`src/rtl/seg7_scan_driver.sv`:
```
// rtl/seg7_scan_driver.sv - multiplexed N-digit seven-segment driver with BCD/hex load path
// Leading-zero blanking of decimal results is enabled by defining SEG7_LZB_EN.
module seg7_scan_driver #(
    parameter int N_DIGITS     = 4,
    parameter int BIN_W        = 14,
    parameter int DIGIT_CYCLES = 262144,
    parameter int BLANK_CYCLES = 16
) (
    input  logic                clk,
    input  logic                rst_n,
    input  logic [BIN_W-1:0]    value,
    input  logic                hex_mode,
    input  logic [N_DIGITS-1:0] dp,
    input  logic                load,
    output logic                busy,
    output logic                upd,
    output logic                ovf,
    output logic [N_DIGITS-1:0] an,
    output logic [6:0]          seg,
    output logic                dp_n
);
    localparam int DISP_W = 4 * N_DIGITS;
    localparam int SLOT_W = (DIGIT_CYCLES > 1) ? $clog2(DIGIT_CYCLES) : 1;
    localparam int IDX_W  = (N_DIGITS > 1) ? $clog2(N_DIGITS) : 1;
    localparam int CNT_W  = $clog2(BIN_W + 1);

    localparam logic [6:0] SEG_BLANK = 7'b1111111;
    localparam logic [6:0] SEG_DASH  = 7'b1111110;

    typedef enum logic {
        S_IDLE,
        S_CONV
    } state_t;

    state_t              r_state;
    state_t              w_state_nx;

    logic [BIN_W-1:0]    r_bin;
    logic [DISP_W-1:0]   r_bcd;
    logic [CNT_W-1:0]    r_cnt;
    logic                r_carry;
    logic [DISP_W-1:0]   r_disp;
    logic                r_disp_hex;
    logic                r_upd;
    logic                r_ovf;

    logic [SLOT_W-1:0]   r_slot;
    logic [IDX_W-1:0]    r_idx;
    logic [N_DIGITS-1:0] r_an;
    logic [6:0]          r_seg;
    logic                r_dp_n;

    logic                w_accept;
    logic                w_last;
    logic [DISP_W-1:0]   w_adj;
    logic [DISP_W-1:0]   w_bcd_nx;
    logic                w_carry_nx;
    logic [DISP_W-1:0]   w_hex_val;
    logic [DISP_W-1:0]   w_dec_val;
    logic [3:0]          w_nib;
    logic                w_dp;
    logic [N_DIGITS-1:0] w_an;
    logic                w_active;
    logic [6:0]          w_glyph;

    function automatic logic [6:0] f_glyph(input logic [3:0] nib);
        logic [6:0] g;
        case (nib)
            4'h0:    g = 7'b0000001;
            4'h1:    g = 7'b1001111;
            4'h2:    g = 7'b0010010;
            4'h3:    g = 7'b0000110;
            4'h4:    g = 7'b1001100;
            4'h5:    g = 7'b0100100;
            4'h6:    g = 7'b0100000;
            4'h7:    g = 7'b0001111;
            4'h8:    g = 7'b0000000;
            4'h9:    g = 7'b0000100;
            4'hA:    g = 7'b0001000;
            4'hB:    g = 7'b1100000;
            4'hC:    g = 7'b0110001;
            4'hD:    g = 7'b1000010;
            4'hE:    g = 7'b0110000;
            default: g = 7'b0111000;
        endcase
        return g;
    endfunction

    assign w_last = (r_cnt == CNT_W'(1));

    always_comb begin
        w_state_nx = r_state;
        w_accept   = 1'b0;
        case (r_state)
            S_IDLE: begin
                if (load) begin
                    w_accept = 1'b1;
                    if (!hex_mode) begin
                        w_state_nx = S_CONV;
                    end
                end
            end
            S_CONV: begin
                if (w_last) begin
                    w_state_nx = S_IDLE;
                end
            end
            default: w_state_nx = S_IDLE;
        endcase
    end

    always_ff @(posedge clk or negedge rst_n) begin
        if (!rst_n) begin
            r_state <= S_IDLE;
        end else begin
            r_state <= w_state_nx;
        end
    end

    // Shift-and-add-3: correct every nibble >= 5, then shift the next binary bit in.
    always_comb begin
        w_adj = r_bcd;
        for (int i = 0; i < N_DIGITS; i++) begin
            if (r_bcd[4*i +: 4] >= 4'd5) begin
                w_adj[4*i +: 4] = r_bcd[4*i +: 4] + 4'd3;
            end
        end
        w_bcd_nx   = {w_adj[DISP_W-2:0], r_bin[BIN_W-1]};
        w_carry_nx = w_adj[DISP_W-1];
    end

    always_comb begin
        w_hex_val              = '0;
        w_hex_val[BIN_W-1:0]   = value;
    end

`ifdef SEG7_LZB_EN
    logic w_lead;

    always_comb begin
        w_dec_val = w_bcd_nx;
        w_lead    = 1'b1;
        for (int i = N_DIGITS - 1; i > 0; i--) begin
            if (w_lead && (w_bcd_nx[4*i +: 4] == 4'd0)) begin
                w_dec_val[4*i +: 4] = 4'hF;
            end else begin
                w_lead = 1'b0;
            end
        end
    end
`else
    assign w_dec_val = w_bcd_nx;
`endif

    // r_carry latches any digit pushed out of the top nibble: the result exceeded N_DIGITS.
    always_ff @(posedge clk or negedge rst_n) begin
        if (!rst_n) begin
            r_bin      <= '0;
            r_bcd      <= '0;
            r_cnt      <= '0;
            r_carry    <= 1'b0;
            r_disp     <= '0;
            r_disp_hex <= 1'b0;
            r_upd      <= 1'b0;
            r_ovf      <= 1'b0;
        end else begin
            r_upd <= 1'b0;
            if (w_accept) begin
                if (hex_mode) begin
                    r_disp     <= w_hex_val;
                    r_disp_hex <= 1'b1;
                    r_ovf      <= 1'b0;
                    r_upd      <= 1'b1;
                end else begin
                    r_bin   <= value;
                    r_bcd   <= '0;
                    r_cnt   <= CNT_W'(BIN_W);
                    r_carry <= 1'b0;
                end
            end else if (r_state == S_CONV) begin
                r_bin   <= r_bin << 1;
                r_bcd   <= w_bcd_nx;
                r_carry <= r_carry | w_carry_nx;
                r_cnt   <= r_cnt - CNT_W'(1);
                if (w_last) begin
                    r_disp     <= w_dec_val;
                    r_disp_hex <= 1'b0;
                    r_ovf      <= r_carry | w_carry_nx;
                    r_upd      <= 1'b1;
                end
            end
        end
    end

    always_ff @(posedge clk or negedge rst_n) begin
        if (!rst_n) begin
            r_slot <= '0;
            r_idx  <= '0;
        end else if (r_slot == SLOT_W'(DIGIT_CYCLES - 1)) begin
            r_slot <= '0;
            r_idx  <= (r_idx == IDX_W'(N_DIGITS - 1)) ? '0 : r_idx + IDX_W'(1);
        end else begin
            r_slot <= r_slot + SLOT_W'(1);
        end
    end

    always_comb begin
        w_nib = 4'd0;
        w_dp  = 1'b0;
        w_an  = '1;
        for (int i = 0; i < N_DIGITS; i++) begin
            if (r_idx == IDX_W'(i)) begin
                w_nib   = r_disp[4*i +: 4];
                w_dp    = dp[i];
                w_an[i] = 1'b0;
            end
        end
        w_active = (r_slot >= SLOT_W'(BLANK_CYCLES));
    end

    // 4'hF only ever reaches a decimal display as the leading-zero blank marker.
    always_comb begin
        if (r_ovf) begin
            w_glyph = SEG_DASH;
        end else if (!r_disp_hex && (w_nib == 4'hF)) begin
            w_glyph = SEG_BLANK;
        end else begin
            w_glyph = f_glyph(w_nib);
        end
    end

    // Cathodes are also blanked in the dead window so no glyph ghosts onto the next digit.
    always_ff @(posedge clk or negedge rst_n) begin
        if (!rst_n) begin
            r_an   <= '1;
            r_seg  <= SEG_BLANK;
            r_dp_n <= 1'b1;
        end else if (w_active) begin
            r_an   <= w_an;
            r_seg  <= w_glyph;
            r_dp_n <= ~w_dp;
        end else begin
            r_an   <= '1;
            r_seg  <= SEG_BLANK;
            r_dp_n <= 1'b1;
        end
    end

    assign busy = (r_state == S_CONV);
    assign upd  = r_upd;
    assign ovf  = r_ovf;
    assign an   = r_an;
    assign seg  = r_seg;
    assign dp_n = r_dp_n;

endmodule

```
`config.mk`:
```
export PLATFORM = sky130hd
export DESIGN_NAME = seg7_scan_driver
export DESIGN_NICKNAME = d
export VERILOG_FILES = /design/src/rtl/seg7_scan_driver.sv
export SDC_FILE = /design/constraint.sdc
export NUM_CORES = 1
export LEC_CHECK = 0
export BUFFER_PORTS_ARGS = -buffer_cell sky130_fd_sc_hd__buf_4
export CORE_ASPECT_RATIO = 0.9
export CORE_MARGIN = 5
export CORE_UTILIZATION = 42
export DETAILED_ROUTE_END_ITERATION = 7
export PLACE_DENSITY = 0.68
export SLEW_MARGIN = 25
export SYNTH_ARGS = -nofsm -noshare
export SYNTH_HDL_FRONTEND = slang
export SYNTH_SLANG_ARGS = --single-unit
```
`constraint.sdc`:
```
create_clock -name clk -period 6.84 [get_ports clk]
set_input_delay 0.342 -clock clk [delete_from_list [all_inputs] [get_ports clk]]
set_output_delay 0.342 -clock clk [all_outputs]
set_load 0.005 [all_outputs]
```
==> results.md, run 1 <==
- FF+latch count, synth: 87
- Synth area leaders: dfrtp_1 42%, dfstp_2 7.0%, ha_1 6.4%, nand2_1 5.9%, o21ai_0 5.0%
- Synth Instances: 468
- Max clock buf depth: 2
- Num CTS Buffers: 9
- Post-synth ARST share: 1.00
- Initial Utilization: 0.433
- P per Cell Area: 411 nW/µm²
- Synth top area share: 0.419
- HP Class: primary input to asynchronous set/reset pin
- Max VDD drop: approximately 230 µV
- LEAKAGE: 2.30 nW
- Setup Fix Bufs, Post-CTS: 0
- Status: finished clean
- I/O Pins: 37
- Non-Filler Instances: 633
- Total track usage: 0.150
- Max-slew violations: 0
- WHS: 0.0418 ns
- Final nets: 544
- Critical path cell sequence: inv_1 > ha_1 > nor2b_2 > a22oi_1 > a21oi_1 > ha_1 > inv_1 > nor2_1 > a21oi_1 > mux2_2 > o21ai_2
- Final hold vios: 0
- First-pass GRT wire length: 15.7 mm
- TNS Setup: 0 ns
- Routed Antenna Nets: 0
- Top-count cell post-synth: dfrtp_1
- Post-synth EDFFs: 0
- Layout Area Growth over Synthesis: 14.4%
- Detailed Place HPWL: 6.66 mm
- Hold buffer count at cts: 0
- Drt drc: 0
- Top FF cell, synth: dfrtp_1
- PortBufs: 36
- Die Wd: 119 µm
- DR iter-0 viols: 260
- Placed Instances: 617
- Clk slew on worst S/H paths: 0.07 ns
- Critical Path Sink Type: flip-flop
- Syn Area/Cell: 9.56 µm²
- # H-tree levels: 3
- CTS sink cnt: just under 90
- CP Data Required Time: 7.11 ns
- Core area: 10300 µm²
- Layout cells sized above 1: 0.171
- Final global-route overflow total: 0
- Vias in the first global route: 3229
- Total power: 2.10 mW
- Initial antenna violation count: 0
- WL final: about 9.2 mm
- Post-DR vias/cell: 5.27
- Vias: 3335
- Post-synth top cells: 75 x dfrtp_1, 70 x nand2_1, 45 x o21ai_0, 38 x nor2_1, 33 x a21oi_1
- Slowest CP cell: a21oi_1
- Root Buffer: clkbuf_16
- Largest net degree at the start of global routing: 88
- Max_slew headroom: 0.441
- Die height: between 100 and 150 µm
- Final Cell Area: 5120 µm²
- Detailed Routing Iterations Pass 1: 4
- CTS resizes: 0
- WP data arrival: 2.99 ns
- Area of placed instances: 4830 µm²
- Critical Path Source Type: flip-flop
- Cell variety after synth: a little over 50
- Synthesized Nets: 513
- Worst slew pin tran: ~0.84 ns
- Max incr delay on CP: 0.47 ns
- Crit share post-route: 0.397
- Seq. cell area: 2190 µm²
- Final-layout fill cell count: ~960
- Number of warnings issued by yosys: 0
- Sequential share of the synthesized area: 0.490
- Maximum fanout along the worst path: 6
- DIE AREA: about 13000 µm²
- Fmax: 368 MHz
- Gp weighted congestion: 0.840
- Total of max-cap violations: 0
- Final setup viols: 0
- Final Skew: 0.00654 ns
- Clock Latency Late Sink: 0.34 ns
- Crit path kind: flip-flop to flip-flop
- Multi-input logic area: 2120 µm²
- Fin crit period: 2.72 ns
- RSZ-0062 raised after global routing: no
- # rows: 35
- Synth Cell Area: 4470 µm²
- Cell taking the most area after synthesis: dfrtp_1
- TritonCTS clock tree: done
- Routed WL per cell: around 15 µm
- Antenna diode count: 0
==> worst max-delay path: cells and delay by family (launching register included) <==
family / cells / cell delay (ns)
flip-flops: 1 / 0.40
AND/OR/NAND/NOR: 2 / 0.44
multiplexers: 1 / 0.29
buffers and inverters: 2 / 0.25
AO/OA/AOI/OAI: 4 / 0.77
adder cells (fa/ha/maj): 2 / 0.50
==> power breakdown <==
part / internal [mW] / leakage (nW) / switching, mW
Combinational: 0.349 / 1.10 / 0.458
Sequential: 0.699 / 1.06 / 0.142
Clock: 0.249 / 0.137 / 0.207
Total: 1.30 / 2.30 / 0.808
==> per-stage QoR <==
step,util,worst slack (ns)
floorplan,-,4.56
global route,0.495,3.95
global placement,0.467,4.09
finish,0.495,4.12
CTS,0.494,4.04
detailed placement,0.467,4.05
==> cell type report <==
type | instances | area share
Multi-Input combinational cell | 340 | 0.414
Inverter | 24 | 0.0176
Timing Repair Buffer | 37 | 0.0550
Sequential cell | 87 | 0.428
Clock buffer | 10 | 0.0447
Clock inverter | 6 | 0.00880
Tap cell | 129 | 0.0315
==> kinds of logic (layout without fill, tap and decap cells) <==
kind of cell | after synthesis | after routing | synth area share
AOI/OAI and AO/OA | 118 | 118 | 0.158
DFF | 87 | 87 | 0.490
adders and majority gates | 23 | 23 | 0.0643
and+or+nand+nor | 160 | 160 | 0.166
xor gates and xnor gates | 24 | 24 | 0.0470
muxes | 15 | 15 | 0.0350
buffers and inverters | 41 | 77 | 0.0400
==> layer usage <==
| metal | track usage | wire length, µm |
|---|---|---|
| met1 | 0.213 | 4540 |
| met4 | 0.0414 | 114 |
| met5 | 0 | 0 |
| met2 | 0.232 | 4180 |
| met3 | 0.0352 | 375 |
==> sequential cells by signal, indices dropped and copies added, names as in the netlist, 2 cells and up <==
name	count
r_disp	16
seg	7
r_bin	14
an	4
r_cnt	4
r_bcd	16
r_slot	18
r_idx	2
==> final timing paths <==
| path | from | to | slack [ns] | cells after the start |
|---|---|---|---|---|
| max | r_idx[0]$_DFFE_PN0N_ | seg[5]$_DFF_PN1_ | 4.12 | 11 |
| min | rst_n | r_slot[11]$_DFF_PN0_ | 0.04 | 1 |
| max reg2reg | r_idx[0]$_DFFE_PN0N_ | seg[5]$_DFF_PN1_ | 4.12 | 11 |
| min reg2reg | r_bin[9]$_DFFE_PN0P_ | r_bin[9]$_DFFE_PN0P_ | 0.48 | 2 |
| max in group asynchronous | rst_n | r_disp[8]$_DFFE_PN0P_ | 6.26 | 1 |
| min in group clk | hex_mode | r_cnt[3]$_DFFE_PN0P_ | 0.24 | 2 |
==> cell usage in the layout (no fill, tap or decap), types with 3 or more instances in the layout <==
cell type / instances
a31oi_1: 6
nor3b_1: 3
a22o_1: 8
nor4_1: 4
xor2_1: 10
and2_1: 3
dfrtp_1: 75
nand3_1: 14
xnor2_1: 14
mux2_2: 5
nand2_1: 70
nand4_1: 5
a22oi_1: 3
buf_4: 36
clkbuf_16: 9
nor2_1: 38
nand2b_1: 7
inv_1: 22
ha_1: 23
dfstp_2: 12
mux2i_1: 10
o21ai_2: 3
nor3_1: 4
a21oi_1: 33
o21ai_0: 45
Note: power is estimated with default switching activity, not from simulation.
==> run 2: changes to the inputs <==
PLACE_DENSITY = 0.71   (was 0.68)
clock period = 2.3 ns   (was 6.84 ns; I/O delays follow)
==> run 2 against run 1 <==
First-iteration DRC count is 22% higher. Via count rose by 4.1%. Power grew to 3.1 times the previous value. Clock skew about the same. Hold slack lost 0.028 ns. Sequential power grew to 2.9 times the previous value. Register-to-register slack lost 4.0 ns. Global-route usage up 1.2 points. Final area is 4.8% higher. Critical path type unchanged. Routed wire length increased by 7.0%.
==> results.md, run 2 (synthesis gave the netlist of run 1 again) <==
- Largest Register: r_slot
- DIE AREA: 12800 µm² (unchanged)
- WL final: 9.85 mm (+7.0%)
- Antenna diode count: 0 (unchanged)
- Critical Path Source Type: flip-flop
- Routed WL per cell: 15.2 µm (+4.2%)
- Final global-route overflow total: 0 (unchanged)
- Final Skew: 0.00612 ns (-0.000424 ns)
- Die Wd: 119 µm (unchanged)
- Initial Utilization: 0.433 (unchanged)
- Vias in the first global route: 3387 (+4.9%)
- DR iter-0 viols: 317 (+22%)
- # H-tree levels: 3 (unchanged)
- Post-DR vias/cell: 5.34 (+1.4%)
- HP Class: primary input to flip-flop
- Final hold vios: 0 (unchanged)
- Wire length on met2: 4.65 mm (+11%)
- Num CTS Buffers: 9 (unchanged)
- Max-slew violations: 0 (unchanged)
- Crit path kind: flip-flop to flip-flop
- Core area: 10300 µm² (unchanged)
- Setup slack, reg-to-reg: 0.1 ns (-4.03 ns)
- Maximum fanout along the worst path: 4 (-2)
- Routed length on met3: 594 µm (+58%)
- Crit. Startpoint: r_idx[0]$_DFFE_PN0N_
- I/O Pins: 37 (unchanged)
- LEAKAGE: 2.40 nW (+4.2%)
- WP data arrival: 2.48 ns (-0.51 ns)
- Most frequent cells in the layout: 74 x dfrtp_1, 70 x nand2_1, 50 x buf_4
- Met1 wire length: 4.49 mm (-0.95%)
- P per Cell Area: 1210 nW/µm² (+190%)
- PortBufs: 36 (unchanged)
- Total of max-cap violations: 0 (unchanged)
- CP Data Required Time: 2.57 ns (-4.54 ns)
- Initial antenna violation count: 0 (unchanged)
- Largest net degree at the start of global routing: 47 (-47%)
- Critical path endpoint: seg[5]$_DFF_PN1_
- Clock Latency Late Sink: 0.34 ns (about the same)
- Detailed Routing Iterations Pass 1: 5 (+1)
- Fin crit period: 2.20 ns (-0.513 ns)
- Max Used Layer: met4
- # rows: 35 (unchanged)
- Biggest regs: r_slot (18), r_bcd (16), r_disp (16)
- Final core occ: 0.519 (+0.0238)
- Clk slew on worst S/H paths: 0.06 ns (about the same)
- Worst slew pin tran: 0.579 ns (-0.257 ns)
- Commonest non-fill, non-tap cell in the layout: dfrtp_1
- R2r worst-path depth: 11 (unchanged)
- Gp weighted congestion: 0.890 (+5.9%)
- Die height: 108 µm (unchanged)
- Total power: 6.50 mW (+210%)
- Root Buffer: clkbuf_16
- Detailed Place HPWL: 6.88 mm (+3.3%)
- Max FFs per register: 18 (unchanged)
- TritonCTS clock tree: done
- Crit share post-route: 0.958 (+0.561)
- Status: finished clean
- Drt drc: 0 (unchanged)
- Max VDD drop: 505 µV (+120%)
- Total track usage: 0.162 (+0.0117)
- Worst r2r src: r_idx[0]$_DFFE_PN0N_
- Final nets: 561 (+3.1%)
- Critical Path Sink Type: flip-flop
- Final setup viols: 0 (unchanged)
- CTS sink cnt: 87 (unchanged)
- First-pass GRT wire length: 16.7 mm (+6.5%)
- Fmax: 454 MHz (+23%)
- Max_slew headroom: 0.614 (+0.173)
- Routed Antenna Nets: 0 (unchanged)
- Layout Area Growth over Synthesis: 19.9%
- Max clock buf depth: 2 (unchanged)
- Vias: 3473 (+4.1%)
- Layout cells sized above 1: 0.217 (+0.0463)
- RR Endpoint: seg[5]$_DFF_PN1_
- Final-layout fill cell count: 938 (-2.0%)
run 2: layout make-up:
class,instances,area (µm²),share of cell area
well taps,129,161,0.0301
clock inverters,6,61.3,0.0114
repair buffers,54,425,0.0793
flip-flops and latches,87,2190,0.409
clock buffers,10,229,0.0427
inverters,24,92.6,0.0173
multi-input cells,340,2200,0.410
run 2: layer usage:
metal	up-vias	track usage
li1	1706	-
met1	1660	0.216
met2	94	0.261
met3	13	0.0478
met4	0	0.0397
met5	-	0
run 2: metrics by stage:
step	TNS (ns)	setup slack [ns]	instances	area, µm²	hold WS (ns)
2_1_floorplan	0	0.0199	468	4470	-0.181
3_3_place_gp	0	0.0998	626	4910	0.153
3_5_place_dp	-0.118	-0.0803	626	4910	0.158
4_1_cts	0	0.0446	645	5240	0.00451
5_1_grt	-0.0116	-0.0110	650	5360	0.0513
6_report	0	0.0956	650	5360	0.0139
run 2: worst min path at each step:
stage | endpoint | startpoint | slack, ns | cells past startpoint
finish | dp_n$_DFF_PN1_ | dp[3] | 0.01 | 4
global route | dp_n$_DFF_PN1_ | dp[3] | 0.05 | 4
CTS | dp_n$_DFF_PN1_ | dp[3] | 0.005 | 4
detailed placement | r_slot[8]$_DFF_PN0_ | rst_n | 0.16 | 1
global placement | r_slot[8]$_DFF_PN0_ | rst_n | 0.15 | 1
floorplan | busy$_DFF_PN0_ | rst_n | -0.18 | 0
run 2: report_power, final:
group | total (mW) | internal (mW) | leakage (nW) | switching, mW
Combinational | 2.63 | 1.14 | 1.20 | 1.49
Sequential | 2.45 | 2.08 | 1.06 | 0.375
Clock | 1.41 | 0.837 | 0.142 | 0.578
run 2: worst max-delay path, stage by stage (launching register included):
cell and delay (ns):
dfrtp_2 0.46, inv_4 0.11, ha_4 0.15, nor2b_4 0.17
a22oi_1 0.10, a21oi_2 0.28, ha_4 0.18, inv_1 0.05
nor2_2 0.16, a21oi_1 0.08, mux2_2 0.28, o21ai_2 0.10
run 2: timing repair:
action	4_1_cts	5_1_grt
setup buffers	0	5
setup endpoints to repair	3	7
pin swaps	0	4
hold endpoints to repair	35	0
hold buffers	3	0
gates cloned	0	0
resized for setup	5	17
==> run 3: changes to the inputs <==
CTS_BUF_LIST = sky130_fd_sc_hd__clkbuf_4   (was default)
==> run 3 against run 2 <==
Fmax shrank 3.5%. Clock power shrank 38%. Setup slack lost 0.079 ns. Non-clock buffer count grew 16. Cell count grew 2.5%. Largest power group unchanged. Highest routed layer unchanged.
==> results.md, run 3 (synthesis gave the netlist of run 1 again) <==
- Non-Filler Instances: 666 (+2.5%)
- Crit share post-route: 0.993 (+0.0343)
- Gp weighted congestion: 0.890 (unchanged)
- Critical Path Sink Type: flip-flop
- P per Cell Area: 1110 nW/µm² (-8.3%)
- DIE AREA: 12800 µm² (unchanged)
- Worst slew pin tran: 0.594 ns (+0.0151 ns)
- Routed WL per cell: 15.1 µm (about the same)
- Final-layout fill cell count: 948 (+1.1%)
- Final setup margin: 0.0169 ns (-0.0788 ns)
- Commonest non-fill, non-tap cell in the layout: dfrtp_1
- Most frequent cells in the layout: 73 x dfrtp_1, 70 x nand2_1, 53 x buf_4
- Layout Area Growth over Synthesis: 20.1%
- CTS sink cnt: 87 (unchanged)
- Antenna diode count: 0 (unchanged)
- Final Skew: 0.00943 ns (+0.00331 ns)
- Crit path kind: flip-flop to flip-flop
- Detailed Routing Iterations Pass 1: 5 (unchanged)
- Final nets: 577 (+2.9%)
- Routed Antenna Nets: 0 (unchanged)
- Maximum fanout along the worst path: 8 (+4)
- Fmax: 438 MHz (-3.5%)
- TritonCTS clock tree: done
- Largest net degree at the start of global routing: 47 (unchanged)
- PortBufs: 36 (unchanged)
- WL final: 10.1 mm (+2.4%)
- First-pass GRT wire length: 16.6 mm (-0.37%)
- Root Buffer: clkbuf_4
- Setup slack, reg-to-reg: 0.02 ns (-0.08 ns)
- Fin crit period: 2.28 ns (+0.0788 ns)
- Largest Register: r_slot
- Initial antenna violation count: 0 (unchanged)
- Biggest regs: r_slot (18), r_bcd (16), r_disp (16)
- CP Data Required Time: 2.70 ns (+0.13 ns)
- Total track usage: 0.161 (-0.000679)
- Final setup viols: 0 (unchanged)
- Total of max-cap violations: 0 (unchanged)
- Drt drc: 0 (unchanged)
- Final hold vios: 0 (unchanged)
- Post-DR vias/cell: 5.37 (+0.46%)
- Status: finished clean
- Max-slew violations: 0 (unchanged)
- WP data arrival: 2.68 ns (+0.20 ns)
- HP Class: primary input to flip-flop
- I/O Pins: 37 (unchanged)
- LEAKAGE: 2.40 nW (+0.13%)
- Max VDD drop: 670 µV (+33%)
- Layout cells sized above 1: 0.223 (+0.00657)
- Placed Instances: 626 (unchanged)
- Core area: 10300 µm² (unchanged)
- Initial Utilization: 0.433 (unchanged)
- Vias: 3575 (+2.9%)
- Total power: 5.97 mW (-8.1%)
- Detailed Place HPWL: 6.88 mm (unchanged)
- Final core occ: 0.520 (+0.000969)
- Max FFs per register: 18 (unchanged)
- Die height: 108 µm (unchanged)
- Vias in the first global route: 3396 (+0.27%)
- Die Wd: 119 µm (unchanged)
- Clk slew on worst S/H paths: 0.13 ns (+0.07 ns)
- Post-Place Worst Slack: -0.0803 ns (unchanged)
- # H-tree levels: 3 (unchanged)
- Max clock buf depth: 2 (unchanged)
- Final global-route overflow total: 0 (unchanged)
- DR iter-0 viols: 293 (-7.6%)
- Critical Path Source Type: flip-flop
- Num CTS Buffers: 9 (unchanged)
- Clock Latency Late Sink: 0.45 ns (+0.11 ns)
- Max_slew headroom: 0.604 (-0.0101)
- # rows: 35 (unchanged)
run 3: worst max-delay path, cell delays in order, from the launching register on:
cell	delay, ns
dfrtp_2	0.48
buf_4	0.16
ha_4	0.19
nor2b_4	0.16
a22oi_1	0.11
a21oi_2	0.27
ha_4	0.19
inv_2	0.05
buf_4	0.14
nand3_1	0.07
o21ai_1	0.07
mux2_2	0.26
nand2_1	0.07
run 3: repair_timing:
action,CTS,global route
buffers inserted,0,9
pin swaps,0,4
gates resized for setup,5,21
setup endpoints to repair,3,7
endpoints found under the hold margin,55,0
hold buffers,15,0
run 3: metal layers:
metal | up-vias | part of all wire | GRT usage
met5 | - | 0 | 0
met4 | 0 | 0.018 | 0.0438
met3 | 25 | 0.061 | 0.0462
met2 | 100 | 0.46 | 0.260
met1 | 1713 | 0.46 | 0.214
li1 | 1737 | - | -
run 3: area by class of cell:
cell class	instances	area [µm²]	share of cell area
inverter	24	95.1	0.0177
tap	129	161	0.0300
multi-input combinational	340	2200	0.409
clock buffer	10	75.1	0.0140
sequential	87	2190	0.408
clock inverter	6	61.3	0.0114
timing repair buffer	70	588	0.109
run 3: power breakdown:
group          internal, mW  switching (mW)  total (mW)
clock network         0.340           0.530       0.870
registers              2.07           0.379        2.45
logic                  1.16            1.49        2.65
total                  3.57            2.40        5.97
run 3: stage by stage:
stage                     cell area, µm²  TNS (ns)  hold slack (ns)
after floorplan                     4470         0           -0.181
after global placement              4910         0            0.153
after detailed placement            4910    -0.118            0.158
after CTS                           5210         0           0.0659
after global routing                5370    -0.354           0.0732
final                               5370         0           0.0737
run 3: path summary, 6_finish.rpt:
path / cells past startpoint / startpoint / end
setup / recovery: 12 / r_idx[0]$_DFFE_PN0N_ / seg[3]$_DFF_PN1_
hold / removal: 4 / value[9] / r_bin[9]$_DFFE_PN0P_
setup reg to reg: 12 / r_idx[0]$_DFFE_PN0N_ / seg[3]$_DFF_PN1_
hold reg to reg: 2 / r_bin[6]$_DFFE_PN0P_ / r_bin[6]$_DFFE_PN0P_
max in group asynchronous: 3 / rst_n / r_bin[8]$_DFFE_PN0P_
min in group asynchronous: 2 / rst_n / r_slot[9]$_DFF_PN0_
